File: src/rtl/spi_pkg.sv
// Shared constants for the SPI slave: default frame width and the FSM state encoding.
package spi_pkg;

    localparam int SPI_W_DATA = 32;

    localparam logic [0:0] ST_IDLE   = 1'b0;
    localparam logic [0:0] ST_ACTIVE = 1'b1;

    // The bit counter is one bit wider than the index so it can reach W_Data without wrapping.
    function automatic int cnt_width(input int w);
        return $clog2(w) + 1;
    endfunction

endpackage

File: src/rtl/spi_sync.sv
// Two-flop synchronizer for a single asynchronous input, with a configurable reset value.
module spi_sync #(
    parameter logic RST_VAL = 1'b0
) (
    input  logic clk,
    input  logic rst,
    input  logic i_d,
    output logic o_q
);

    logic r_meta;
    logic r_sync;

    always_ff @(posedge clk or posedge rst) begin
        if (rst) begin
            r_meta <= RST_VAL;
            r_sync <= RST_VAL;
        end else begin
            r_meta <= i_d;
            r_sync <= r_meta;
        end
    end

    assign o_q = r_sync;

endmodule

File: src/rtl/spi_slave.sv
// SPI mode-0 slave, MSB first, W_Data bits per frame, oversampling sclk/ss_n/mosi in the clk domain.
// o_dbg_state exposes the FSM state (ST_IDLE / ST_ACTIVE).
// Handshake: a tx word is accepted on a clk edge where tx_valid && tx_ready; tx_valid may be held
// until then. rx_valid is a one-cycle pulse with rx_data already updated; there is no backpressure.
module spi_slave
    import spi_pkg::*;
#(
    parameter int W_Data = SPI_W_DATA
) (
    input  logic              clk,
    input  logic              rst,
    input  logic              sclk,
    input  logic              ss_n,
    input  logic              mosi,
    output logic              miso,
    output logic              miso_oe,
    input  logic [W_Data-1:0] tx_data,
    input  logic              tx_valid,
    output logic              tx_ready,
    output logic [W_Data-1:0] rx_data,
    output logic              rx_valid,
    output logic              tx_underrun,
    output logic [0:0]        o_dbg_state
);

    localparam int              CW       = cnt_width(W_Data);
    localparam logic [CW-1:0]   LAST_BIT = CW'(W_Data - 1);

    logic w_sclk_s;
    logic w_ss_s;
    logic w_mosi_s;

    spi_sync #(.RST_VAL(1'b0)) u_sync_sclk (.clk(clk), .rst(rst), .i_d(sclk), .o_q(w_sclk_s));
    spi_sync #(.RST_VAL(1'b1)) u_sync_ss   (.clk(clk), .rst(rst), .i_d(ss_n), .o_q(w_ss_s));
    spi_sync #(.RST_VAL(1'b0)) u_sync_mosi (.clk(clk), .rst(rst), .i_d(mosi), .o_q(w_mosi_s));

    logic r_sclk_d;
    logic r_ss_d;

    always_ff @(posedge clk or posedge rst) begin
        if (rst) begin
            r_sclk_d <= 1'b0;
            r_ss_d   <= 1'b1;
        end else begin
            r_sclk_d <= w_sclk_s;
            r_ss_d   <= w_ss_s;
        end
    end

    // ss_n held low across reset release must not look like a falling edge: the synchronizer
    // still shows its reset value for two cycles, so require three observed-high cycles first.
    logic [1:0] r_arm_cnt;
    logic       r_armed;

    always_ff @(posedge clk or posedge rst) begin
        if (rst) begin
            r_arm_cnt <= 2'd0;
            r_armed   <= 1'b0;
        end else if (!r_armed) begin
            if (w_ss_s) begin
                r_arm_cnt <= r_arm_cnt + 2'd1;
                if (r_arm_cnt == 2'd2) begin
                    r_armed <= 1'b1;
                end
            end else begin
                r_arm_cnt <= 2'd0;
            end
        end
    end

    logic w_sclk_rise;
    logic w_sclk_fall;
    logic w_ss_fall;
    logic w_ss_rise;

    assign w_sclk_rise = w_sclk_s & ~r_sclk_d;
    assign w_sclk_fall = ~w_sclk_s & r_sclk_d;
    assign w_ss_fall   = ~w_ss_s & r_ss_d & r_armed;
    assign w_ss_rise   = w_ss_s & ~r_ss_d;

    logic [0:0]        r_state;
    logic [CW-1:0]     r_bit_cnt;
    logic [W_Data-1:0] r_tx_sh;
    logic [W_Data-1:0] r_rx_sh;
    logic              r_miso;
    logic              r_underrun;
    logic              r_done;
    logic [W_Data-1:0] r_tx_buf;
    logic              r_buf_full;

    logic w_start;
    logic w_load;

    assign w_start = (r_state == ST_IDLE) & w_ss_fall;
    assign w_load  = tx_valid & ~r_buf_full;

    always_ff @(posedge clk or posedge rst) begin
        if (rst) begin
            r_state    <= ST_IDLE;
            r_bit_cnt  <= '0;
            r_tx_sh    <= '0;
            r_rx_sh    <= '0;
            r_miso     <= 1'b0;
            r_underrun <= 1'b0;
            r_done     <= 1'b0;
        end else begin
            r_underrun <= 1'b0;
            r_done     <= 1'b0;
            case (r_state)
                ST_IDLE: begin
                    if (w_ss_fall) begin
                        r_state    <= ST_ACTIVE;
                        r_bit_cnt  <= '0;
                        r_tx_sh    <= r_buf_full ? r_tx_buf : '0;
                        r_miso     <= r_buf_full & r_tx_buf[W_Data-1];
                        r_underrun <= ~r_buf_full;
                    end else if (w_ss_rise) begin
                        r_miso <= 1'b0;
                    end
                end
                ST_ACTIVE: begin
                    if (w_ss_rise) begin
                        r_state   <= ST_IDLE;
                        r_bit_cnt <= '0;
                        r_miso    <= 1'b0;
                    end else if (w_sclk_rise) begin
                        r_rx_sh   <= {r_rx_sh[W_Data-2:0], w_mosi_s};
                        r_bit_cnt <= r_bit_cnt + CW'(1);
                        if (r_bit_cnt == LAST_BIT) begin
                            r_state <= ST_IDLE;
                            r_done  <= 1'b1;
                        end
                    end else if (w_sclk_fall) begin
                        r_tx_sh <= r_tx_sh << 1;
                        r_miso  <= r_tx_sh[W_Data-2];
                    end
                end
                default: r_state <= ST_IDLE;
            endcase
        end
    end

    // A load landing on the frame-start cycle goes into the buffer for the following frame.
    always_ff @(posedge clk or posedge rst) begin
        if (rst) begin
            r_buf_full <= 1'b0;
            r_tx_buf   <= '0;
        end else if (w_start) begin
            r_buf_full <= w_load;
            if (w_load) begin
                r_tx_buf <= tx_data;
            end
        end else if (w_load) begin
            r_buf_full <= 1'b1;
            r_tx_buf   <= tx_data;
        end
    end

    logic [W_Data-1:0] r_rx_data;
    logic              r_rx_valid;

    always_ff @(posedge clk or posedge rst) begin
        if (rst) begin
            r_rx_data  <= '0;
            r_rx_valid <= 1'b0;
        end else begin
            r_rx_valid <= r_done;
            if (r_done) begin
                r_rx_data <= r_rx_sh;
            end
        end
    end

    assign tx_ready    = ~r_buf_full;
    assign miso_oe     = ~w_ss_s;
    assign miso        = r_miso & ~w_ss_s;
    assign rx_data     = r_rx_data;
    assign rx_valid    = r_rx_valid;
    assign tx_underrun = r_underrun;
    assign o_dbg_state = r_state;

endmodule

File: config.mk
export PLATFORM = sky130hd
export DESIGN_NAME = spi_slave
export DESIGN_NICKNAME = d
export VERILOG_FILES = /design/src/rtl/spi_pkg.sv /design/src/rtl/spi_sync.sv /design/src/rtl/spi_slave.sv
export SDC_FILE = /design/constraint.sdc
export NUM_CORES = 1
export LEC_CHECK = 0
export CAP_MARGIN = 15
export CELL_PAD_IN_SITES_DETAIL_PLACEMENT = 0
export CELL_PAD_IN_SITES_GLOBAL_PLACEMENT = 1
export CORE_UTILIZATION = 35
export CTS_CLUSTER_SIZE = 30
export DETAILED_ROUTE_END_ITERATION = 10
export GPL_TIMING_DRIVEN = 0
export PLACE_DENSITY_LB_ADDON = 0.08
export SKIP_LAST_GASP = 1
export SYNTH_ARGS = -nofsm -noshare
export SYNTH_HDL_FRONTEND = slang
export SYNTH_SLANG_ARGS = --single-unit
File: constraint.sdc
create_clock -name clk -period 16.5 [get_ports clk]
set_input_delay 4.125 -clock clk [delete_from_list [all_inputs] [get_ports clk]]
set_output_delay 4.125 -clock clk [all_outputs]
set_load 0.005 [all_outputs]
==> results of run 1 <==
[per-layer routing]
metal	up-vias	share of wire
met3	13	0.030
li1	1857	-
met4	0	0.015
met5	-	0
met1	1845	0.48
met2	65	0.48
[synth_stat cells, drive strengths merged]
master / count
o21bai: 1
a21oi: 33
buf: 19
nand2: 69
dfrtp: 147
clkbuf: 11
a22oi: 1
nor2: 34
mux2: 98
dfstp: 3
a31oi: 3
a21o: 1
o2bb2ai: 1
o21ai: 34
o311ai: 1
a32o: 1
o31ai: 2
inv: 5
nand3: 7
nor2b: 5
nand4: 1
and2: 2
ha: 2
and3: 2
and4bb: 1
nand2b: 3
[through the flow]
step           instances  setup slack (ns)  hold slack (ns)
4_1_cts              818             10.29            0.349
2_1_floorplan        487              8.34            0.331
3_3_place_gp         787              6.23            0.333
3_5_place_dp         788             10.61            0.335
5_1_grt              818             10.20            0.354
6_report             818             10.38            0.346
[power groups by stage]
stage          clock network (mW)  logic (mW)  registers (mW)
2_1_floorplan                   0       0.219           0.504
3_3_place_gp                    0       0.280           0.519
3_5_place_dp                    0       0.286           0.522
4_1_cts                     0.404       0.288           0.517
5_1_grt                     0.418       0.323           0.529
6_report                    0.392       0.281           0.516
[state kept, by name, summed over array words and instances, names as in the netlist, 2 cells and up]
name	cells
r_rx_sh	32
r_tx_sh	31
r_tx_buf	32
r_bit_cnt	6
r_arm_cnt	2
rx_data	32
[cell families after synthesis]
kind of cell / synth area share
buffers and inverters: 0.0358
multiplexers: 0.194
AO/OA/AOI/OAI: 0.0711
adder cells (fa/ha/maj): 0.00406
AND/OR/NAND/NOR: 0.0847
flip-flops: 0.610
[final timing paths]
kind | slack, ns | to | cells after the start
max | 10.38 | tx_ready | 4
min | 0.35 | u_sync_mosi.o_q | 0
max reg2reg | 14.70 | r_tx_buf[13] | 5
min reg2reg | 0.35 | u_sync_mosi.o_q | 0
max in group asynchronous | 11.49 | r_tx_sh[14] | 3
min in group asynchronous | 4.18 | u_sync_mosi.o_q | 2
[cells in the final DEF, fill, tap and decap left out, drive strengths merged, types with 2 or more instances in the layout]
cell,netlist,layout
nand2,69,69
a31oi,3,3
buf,19,20
mux2,98,98
nor2,34,34
and3,2,2
bufinv,0,3
ha,2,2
a21oi,33,33
nor2b,5,5
clkinv,0,5
dfstp,3,3
clkbuf,11,32
nand3,7,7
nand2b,3,3
dfrtp,147,147
inv,5,5
clkdlybuf4s50,0,75
and2,2,2
o31ai,2,2
o21ai,34,34
[final cells by class]
class                   instances  area (µm²)  area share
flip-flops and latches        150        3760       0.480
multi-input cells             302        2180       0.279
clock buffers                  21         470      0.0602
clock inverters                 9         126      0.0162
inverters                       5        23.8     0.00304
plain buffers                  30         201      0.0258
repair buffers                 76         778      0.0995
well taps                     225         282      0.0360
[critical path, stage by stage (launching register included)]
cell and delay (ns):
dfrtp_1 0.31, buf_2 0.22, clkbuf_1 0.44, inv_1 0.14
clkdlybuf4s50_1 0.47
==> results.cfg, run 1 <==
[outcome]
status = completed

[pwr]
p_seq_frac = 0.434
p_comb_frac = 0.236
total_power_mw = 1.19
clockPowerShare = 0.330
vdd_drop_max_uv = 74.7
leakage_nw = 3.58
p_per_area_mw_per_mm2 = 152
p_sw_frac = 0.291
p_sw_uw = 346
intPower_uw = 843

[global_route]
grt_antenna_before_repair = 0
use_met3 = 0.0323
grt_pass1_vias = 3831
grtUsageMet2 = 0.222
grt_pass1_wl_mm = 19.9
use_met1 = 0.188
overflow = 0
grt_max_degree = 81
grt.total_usage = 0.141
busiest_layer = met2

[sta]
rsz0062_at_grt = false
fmax_mhz = 163
slew_headroom = 0.569
finalCritPeriodShare = 0.371
drv_slew = 0
fin_skew_ns = 0.00711
post-route-min-period_ns = 6.12
hold_violations = 0
finalSetupViolCount = 0
tightest_slew_ns = 0.646
setup_tns_ns = 0

[logic_synthesis]
synth-seq-area-share = 0.610
synth_cells = 487
syn-num-nets = 527
syn-cell-area_mm2 = 0.00616
ys_ff_latch = 150
ys_types = 34
avgSynthCellArea_um2 = 12.6
yosysTopAreaCellShare = 0.597
yosysWarnings = 0
yosys-top-cells-area = dfrtp_1 60%, mux2_2 12%, mux2_4 6.1%
yosys.area.top_type = dfrtp_1

[detailed_routing]
drt_first_pass_iters = 6
vias = 3780
drtAntennaViolNets = 0
drtIter0Drc = 222
drc = 0
vias_per_cell = 4.62
totalWireLength_mm = 11.6
detail_route.wl_per_cell_um = 14.2

[place]
place_congestion = 0.735
dp_hpwl_mm = 7.78
port_buffers = 75
placed_area_mm2 = 0.00722

[setup_path]
start_kind = flip-flop
cp.required_ns = 12.38
path_class = flip-flop to primary output
cp-startpoint = r_buf_full
critPathArrivalTime_ns = 1.99
crit_path_max_fanout = 10
end_kind = primary output
r2r_start = r_buf_full

[floorplan]
die_w_um = 135
dieArea_mm2 = 0.0181
core_mm2 = 0.0172
start_util = 0.357
io_pins = 76
die_y_um = 135
num_rows = 48

[cts]
cts_resized = 0
clockBufferDepth = 2
cts_tree = done
postCtsSetupRepairBufs = 0
cts_hold_buf = 0
cts.sink_count = 150
clk_latency_ns = 0.41
cts.root.buffer_cell = clkbuf_16
htree_levels = 4
clk_pin_slew_ns = 0.06
cts_buffers = 17

[final_layout]
num-nets-final = 622
design_area_mm2 = 0.00782
nFillCells = 1588
antenna-diode-count = 0
syn_to_final_growth_pct = 27.0
drive_above_1_share = 0.253
fin_util = 0.454

[job]
max-cap-violations = 0

[worst_hold_path]
holdCritStartpoint = u_sync_mosi.r_meta
hold_path.class = flip-flop to flip-flop
Note: power is estimated with default switching activity, not from simulation.
==> inputs of run 2 (changes only) <==
clock period = 6.1 ns   (was 16.5 ns; I/O delays follow)
==> results of run 2 <==
The final DEF is identical to that of run 1. Status: completed.
Among the figures that moved: setup slack after placement 10.61 ns -> 2.81 ns; setup slack after layout 10.38 ns -> 2.58 ns; register-to-register setup slack 14.70 ns -> 4.30 ns; total power 1.19 mW -> 3.21 mW; worst IR drop on VDD 74.7 µV -> 202 µV
==> inputs of run 3 (changes only) <==
clock period = 3.55 ns   (was 6.1 ns; I/O delays follow)
==> run 3 against run 2 <==
Register-to-register slack worse by 2.6 ns. Non-clock buffer count is 2 higher. Clock skew is 0.0017 ns lower. Flip-flop and latch count stayed put. Sequential power is 71% higher. Worst hold slack better by 0.0013 ns. Critical path depth stayed put. Critical path type unchanged. Largest cell class unchanged. Largest power group unchanged.
==> results.cfg, run 3 (synthesis results as in run 1) <==
[outcome]
status = completed

[cts]
cts_resized = 0
cts_hold_buf = 0
postCtsSetupRepairBufs = 0
cts_buffers = 17
clk_latency_ns = 0.41
cts_tree = done
clk_pin_slew_ns = 0.06
clockBufferDepth = 2
htree_levels = 4
cts.root.buffer_cell = clkbuf_16
cts.sink_count = 150

[floorplan]
io_pins = 76
die_y_um = 135
dieArea_mm2 = 0.0181
start_util = 0.357
die_w_um = 135
num_rows = 48
core_mm2 = 0.0172

[pwr]
p_per_area_mw_per_mm2 = 704
p_sw_frac = 0.294
intPower_mw = 3.91
p_comb_frac = 0.236
clockPowerShare = 0.331
leakage_nw = 3.58
vdd_drop_max_uv = 396
p_seq_frac = 0.433
p_sw_mw = 1.63

[setup_path]
critPathArrivalTime_ns = 2.00
rr_worst_depth = 5
cpPeakStageDelay_ns = 0.47
r2r_start = r_buf_full
cp.buffers_inverters = 4
crit_path_max_fanout = 10
r2r_end = r_tx_buf[14]
cp.depth = 4
end_kind = primary output
path_class = flip-flop to primary output
cp.required_ns = 2.66
critical-path-top-delay-family = buffers and inverters
cp-endpoint = tx_ready
critical_path.cell_chain = buf_2 > clkbuf_1 > inv_1 > clkdlybuf4s50_1
r2r_slack_ns = 1.73
cp-startpoint = r_buf_full
crit_path_top_delay_cell = clkdlybuf4s50_1
start_kind = flip-flop

[detailed_routing]
drt_first_pass_iters = 4
vias_per_cell = 4.70
totalWireLength_mm = 11.6
drtAntennaViolNets = 0
drc = 0
vias = 3866
detail_route.wl_per_cell_um = 14.1
drtIter0Drc = 158

[place]
place_congestion = 0.733
dpl.cell_count = 790
dp_hpwl_mm = 7.98
port_buffers = 75

[sta]
tightest_slew_ns = 0.882
fin_skew_ns = 0.00540
finalCritPeriodShare = 0.814
drv_slew = 0
post-route-min-period_ns = 2.89
rsz0062_at_grt = false
slew_headroom = 0.411
fmax_mhz = 346
hold_violations = 0
finalSetupViolCount = 0

[global_route]
grt_pass1_vias = 3955
grt.total_usage = 0.141
grt_max_degree = 41
grt_antenna_before_repair = 0
overflow = 0
grt_pass1_wl_mm = 20.0

[final_layout]
final_common_cell = dfrtp_1
num-nets-final = 624
antenna-diode-count = 0
drive_above_1_share = 0.258
final_cell_mix = 147 x dfrtp_1, 75 x clkdlybuf4s50_1, 69 x nand2_1
syn_to_final_growth_pct = 27.7
fin_cells = 822
fin_util = 0.456

[worst_hold_path]
hold_path.class = flip-flop to flip-flop

[job]
max-cap-violations = 0
## run 3: cell count changes in the layout (fill, tap and decap cells not counted), sizes merged
cell / previous run / this run
buf: 20 / 22
clkbuf: 32 / 31
clkinv: 5 / 3
clkinvlp: 1 / 6
## run 3: worst min path at each step
stage                       start              end  slack [ns]  cells past startpoint
3_5_place_dp   u_sync_sclk.r_meta  u_sync_sclk.o_q        0.33                      0
4_1_cts        u_sync_sclk.r_meta  u_sync_sclk.o_q        0.35                      0
6_report       u_sync_sclk.r_meta  u_sync_sclk.o_q        0.35                      0
2_1_floorplan  u_sync_mosi.r_meta  u_sync_mosi.o_q        0.33                      0
3_3_place_gp   u_sync_sclk.r_meta  u_sync_sclk.o_q        0.33                      0
5_1_grt        u_sync_mosi.r_meta  u_sync_mosi.o_q        0.36                      0
## run 3: per-layer routing
layer	part of all wire	track usage	vias up
met1	0.46	0.177	1927
met3	0.032	0.0312	12
li1	-	-	1860
met2	0.50	0.236	67
met4	0.014	0.0599	0
met5	0	0	-
## run 3: cell type report
type	instances	area, µm²
plain buffers	30	201
clock buffers	20	457
clock inverters	12	151
fillers	1594	9370
inverters	5	22.5
multi-input cells	302	2180
flip-flops and latches	150	3760
well taps	225	282
repair buffers	78	811
## run 3: worst register-to-register path, cell delays in order, from the launching register on
cell      delay [ns]
dfrtp_1         0.36
buf_2           0.19
nor2b_1         0.13
clkbuf_1        0.33
buf_2           0.33
mux2_2          0.37
## run 3: metrics by stage
step / hold slack (ns) / setup TNS [ns] / power (mW) / setup WS (ns) / cell area [µm²]
CTS: 0.349 / 0 / 5.63 / 0.580 / 7860
finish: 0.348 / 0 / 5.54 / 0.661 / 7860
floorplan: 0.331 / 0 / 3.36 / 0.776 / 6160
detailed placement: 0.335 / 0 / 3.76 / 0.906 / 7260
global route: 0.359 / 0 / 5.93 / 0.473 / 7860
global placement: 0.335 / -81.20 / 3.72 / -0.558 / 7200
## run 3: power groups by stage
stage	sequential [mW]	combinational (mW)	clock, mW
6_report	2.40	1.31	1.83
3_5_place_dp	2.43	1.33	0
3_3_place_gp	2.41	1.30	0
4_1_cts	2.40	1.34	1.89
2_1_floorplan	2.34	1.02	0
5_1_grt	2.46	1.50	1.97
